**config.mk**
```make
export PLATFORM = sky130hd
export DESIGN_NAME = seven_segment_scroll_driver
export DESIGN_NICKNAME = d
export VERILOG_FILES = /design/src/rtl/seven_segment_scroll_driver.sv
export SDC_FILE = /design/constraint.sdc
export NUM_CORES = 1
export LEC_CHECK = 0
export ABC_AREA = 0
export BUFFER_PORTS_ARGS = -buffer_cell sky130_fd_sc_hd__buf_2
export CAP_MARGIN = 15
export CELL_PAD_IN_SITES_DETAIL_PLACEMENT = 0
export CELL_PAD_IN_SITES_GLOBAL_PLACEMENT = 1
export CORE_ASPECT_RATIO = 2
export CORE_MARGIN = 3
export CORE_UTILIZATION = 49
export DETAILED_ROUTE_END_ITERATION = 7
export PLACE_DENSITY_LB_ADDON = 0.2
export SETUP_SLACK_MARGIN = 0.02
export SYNTH_ARGS = -nofsm -noshare
export SYNTH_HDL_FRONTEND = slang
export SYNTH_SLANG_ARGS = --single-unit
```
**constraint.sdc**
```tcl
create_clock -name clk -period 2.75 [get_ports clk]
set_input_delay 0.4125 -clock clk [delete_from_list [all_inputs] [get_ports clk]]
set_output_delay 0.4125 -clock clk [all_outputs]
set_load 0.005 [all_outputs]
```
**src/rtl/seven_segment_scroll_driver.sv**
```systemverilog
// Scanned, optionally scrolling seven-segment driver over a loadable message buffer.
// Latency: outputs register one cycle after scan/scroll state and buffer contents; no backpressure, writes always accepted.
module seven_segment_scroll_driver #(
  parameter int DIGITS     = 4,
  parameter int MSG_LEN    = 8,
  parameter int SCAN_DIV   = 1024,
  parameter int BLANK      = 64,
  parameter int SCROLL_DIV = 12000000,
  localparam int AW = (MSG_LEN > 1) ? $clog2(MSG_LEN) : 1
) (
  input  logic              clk,
  input  logic              reset,
  input  logic              wr_en,
  input  logic [AW-1:0]     wr_addr,
  input  logic [7:0]        wr_data,
  input  logic              display_en,
  input  logic              scroll_en,
  output logic [7:0]        abcdefgh,
  output logic [DIGITS-1:0] digit
);

  localparam int CW = $clog2(SCAN_DIV);
  localparam int IW = (DIGITS > 1) ? $clog2(DIGITS) : 1;
  localparam int SW = (SCROLL_DIV > 1) ? $clog2(SCROLL_DIV) : 1;

  logic [7:0]    msg_buf [MSG_LEN];
  logic [CW-1:0] cnt;
  logic [IW-1:0] idx;
  logic [SW-1:0] scnt;
  logic [AW-1:0] offset;
  logic [AW-1:0] offset_nxt;
  logic [AW-1:0] sel;
  logic          in_blank;

  // Explicit wrap keeps offset legal even when MSG_LEN does not fill AW bits.
  assign offset_nxt = (offset == AW'(MSG_LEN - 1)) ? '0 : offset + AW'(1);
  assign sel        = offset + AW'(idx);
  assign in_blank   = (cnt < CW'(BLANK));

  always_ff @(posedge clk) begin
    if (reset) begin
      for (int i = 0; i < MSG_LEN; i++) begin
        msg_buf[i] <= 8'hFF;
      end
    end else if (wr_en) begin
      msg_buf[wr_addr] <= wr_data;
    end
  end

  always_ff @(posedge clk) begin
    if (reset) begin
      cnt <= '0;
      idx <= '0;
    end else if (cnt == CW'(SCAN_DIV - 1)) begin
      cnt <= '0;
      idx <= (idx == IW'(DIGITS - 1)) ? '0 : idx + IW'(1);
    end else begin
      cnt <= cnt + CW'(1);
    end
  end

  // Disabling scroll pins the display to entry 0 so re-enabling restarts cleanly.
  always_ff @(posedge clk) begin
    if (reset || !scroll_en) begin
      scnt   <= '0;
      offset <= '0;
    end else if (scnt == SW'(SCROLL_DIV - 1)) begin
      scnt   <= '0;
      offset <= offset_nxt;
    end else begin
      scnt   <= scnt + SW'(1);
    end
  end

  always_ff @(posedge clk) begin
    if (reset) begin
      abcdefgh <= 8'hFF;
      digit    <= '1;
    end else if (!display_en || in_blank) begin
      abcdefgh <= 8'hFF;
      digit    <= '1;
    end else begin
      abcdefgh <= msg_buf[sel];
      digit    <= ~(DIGITS'(1) << idx);
    end
  end

endmodule

```
==> impl_metrics.py <==
metrics = {
    "run_status": {
        "status": "finished, final reports clean",
    },
    "final_layout": {
        "fin_nets": 492,
        "drive_gt1_share_pct": 25.7,
        "design_area_mm2": 0.00600,
        "syn2layout_area_growth_pct": 18.0,
        "n_antenna_cell": 0,
    },
    "detailed_routing": {
        "firstDrtPassIters": 4,
        "vias_per_cell": 5.33,
        "vias": 3273,
        "final_antenna_net_count": 0,
        "wl_per_cell_um": 17.0,
        "drt_iter0_markers": 108,
        "drc": 0,
        "wl_mm": 10.5,
    },
    "synth": {
        "seq_area_frac_synth_pct": 57.9,
        "avgSynthCellArea_um2": 12.0,
        "ys_types": 40,
        "async_flop_share_pct": 0,
        "synth_nets": 451,
        "synth.cell_area_mm2": 0.00509,
        "synth_top_area_cell": "edfxtp_1",
        "yosysMostFrequentCell": "edfxtp_1",
        "yosys-top-cells-area": "edfxtp_1, dfxtp_1, mux4_2",
        "yosysWarningCount": 0,
        "synth_top_area_share_pct": 37.8,
        "synth-edff-count": 64,
        "synth_cells": 425,
        "ys_ff_latch": 115,
        "synthFlopType": "edfxtp_1",
        "yosys-top-cells-count": "edfxtp_1, dfxtp_1, or2_2",
    },
    "timing": {
        "fin_crit_sh_pct": 75.2,
        "tightest_slew_ps": 574,
        "finalHoldViolCount": 0,
        "fmax_ghz": 0.484,
        "slew_violations": 0,
        "maxSlewHeadroom_pct": 61.5,
        "fin_skew_ps": 7.98,
        "rsz0062_at_grt": "false",
        "post-route-min-period_ps": 2070,
        "final-setup-viol-count": 0,
        "fin_setup_tns_ps": 0,
    },
    "grt": {
        "grt_usage_pct": 19.9,
        "overflow": 0,
        "grt_pass1_vias": 3409,
        "antenna_found_initial": 0,
        "grt_pass1_wl_mm": 17.2,
        "grt_max_degree": 23,
    },
    "worst_setup_path": {
        "reg2reg_from": "scnt[0]",
        "cp-end-kind": "flop",
        "worstReg2RegEnd": "offset[0]",
        "crit_path_start": "scnt[0]",
        "cp-start-kind": "flop",
        "required_ps": 3090,
        "ff2ff_setup_slack_ps": 680,
        "r2r_cells": 5,
        "crit_arrival_ps": 2400,
        "worst-path-max-fanout": 5,
        "crit_type": "flop to flop",
        "cp-endpoint": "offset[0]",
    },
    "power": {
        "leakage_nw": 1.98,
        "p_seq_share_pct": 44.7,
        "internal-power_mw": 3.36,
        "power_mw": 4.26,
        "p_clk_share_pct": 52.3,
        "power_frac_comb_pct": 3.0,
        "netSwitchingPower_mw": 0.899,
        "ir_drop_v": 0.000753,
        "swShare_pct": 21.1,
        "power_density_mw_per_mm2": 710,
    },
    "worst_hold_path": {
        "min_path_type": "input pin to flop",
        "min_path_cells": 2,
    },
    "floorplan": {
        "row_count": 52,
        "fp.dieW_um": 78.0,
        "die_y_um": 150,
        "io_pins": 28,
        "start_util_pct": 50.1,
        "core_mm2": 0.0101,
        "die_area_mm2": 0.0117,
    },
    "clock_network": {
        "cts_buffer_depth": 2,
        "htree_levels": 4,
        "cts_made_buffers": 17,
        "postCtsSetupBuffers": 0,
        "clk_latency_ps": 410,
        "clock_sinks": 115,
        "cts_root_buf": "clkbuf_16",
        "holdBufCountCts": 0,
        "clk_transition_reported_paths_ps": 50,
        "cts_resized": 0,
        "cts_tree": "built",
    },
    "placement": {
        "globalplace.congestion": 0.814,
        "placed_area_mm2": 0.00539,
        "io_buffer_count": 27,
        "dpl.hpwl_mm": 7.89,
    },
    "run": {
        "maxCapViolCount": 0,
    },
}
## how the worst min path moves through the flow
stage	from	end	slack, ps
4_1_cts	wr_data[2]	msg_buf[3][2]	390
6_report	wr_data[2]	msg_buf[3][2]	400
3_5_place_dp	cnt[0]	cnt[0]	440
3_3_place_gp	cnt[0]	cnt[0]	430
5_1_grt	wr_data[2]	msg_buf[1][2]	400
2_1_floorplan	cnt[0]	cnt[0]	420
## power by group through the flow
stage          clock (mW)  sequential [mW]  combinational, mW
2_1_floorplan           0             1.93             0.0815
3_3_place_gp            0             1.94              0.128
3_5_place_dp            0             1.94              0.130
4_1_cts              2.26             1.91              0.131
5_1_grt              2.33             1.91              0.143
6_report             2.23             1.90              0.127
## layer usage
layer | vias to the layer above | track usage [%] | wire [um]
li1 | 1627 | - | -
met1 | 1563 | 19.6 | 3750
met2 | 65 | 37.5 | 6100
met3 | 18 | 4.34 | 294
met4 | 0 | 10.9 | 319
met5 | - | 0 | 0
## metrics by stage
stage | setup WS (ps) | utilization (%) | instances | hold WS (ps)
finish | 682 | 59.1 | 614 | 399
global route | 575 | 59.1 | 614 | 400
CTS | 678 | 59.1 | 614 | 389
detailed placement | 699 | 53.1 | 582 | 443
global placement | 716 | 53.1 | 582 | 428
floorplan | 509 | - | 425 | 418
## cell families (layout without fill, tap and decap cells)
| family | Yosys count | after routing | share of synthesized area, % |
|---|---|---|---|
| mux | 17 | 17 | 7.28 |
| xor+xnor | 22 | 22 | 3.79 |
| compound gates | 29 | 29 | 3.27 |
| buf+inv | 22 | 76 | 1.87 |
| simple gates | 210 | 210 | 23.3 |
| flops | 115 | 115 | 57.9 |
| fa+ha+maj | 10 | 10 | 2.61 |
## flip-flops by register name (all words and copies together) (netlist names)
signal,cells
digit,4
scnt,24
idx,2
offset,3
cnt,10
msg_buf,64
abcdefgh,8
## worst max-delay path, stage by stage, from the launching register on
cell and delay (ps):
dfxtp_1 380, ha_1 220, nand3_1 220, or4_4 600, or4_1 420, a21oi_1 150
## layout by cell type (no fill, tap or decap), drive strengths merged, types with 2 or more instances in the layout
cell      count
nand2        31
o21ai         9
a21oi        13
o41ai         2
buf          36
inv           9
clkinvlp      5
nand3b        4
nor2         31
clkbuf       17
nor3b         4
dfxtp        51
o21bai        2
xnor2        12
nand2b       30
nor4          5
o31ai         2
nand4        15
nor3          5
ha            9
or2          36
or4           4
edfxtp       64
and4          5
or3          13
clkinv        6
nand3        21
xor2         10
mux4         16
bufinv        3
## layout make-up
cell class	instances	area, um^2
flip-flops and latches	115	2940
clock inverters	15	185
well taps	135	169
repair buffers	36	203
clock buffers	17	425
multi-input cells	288	2050
inverters	8	30.0
fillers	853	4150
No activity file was read; power rests on OpenSTA's default activity.
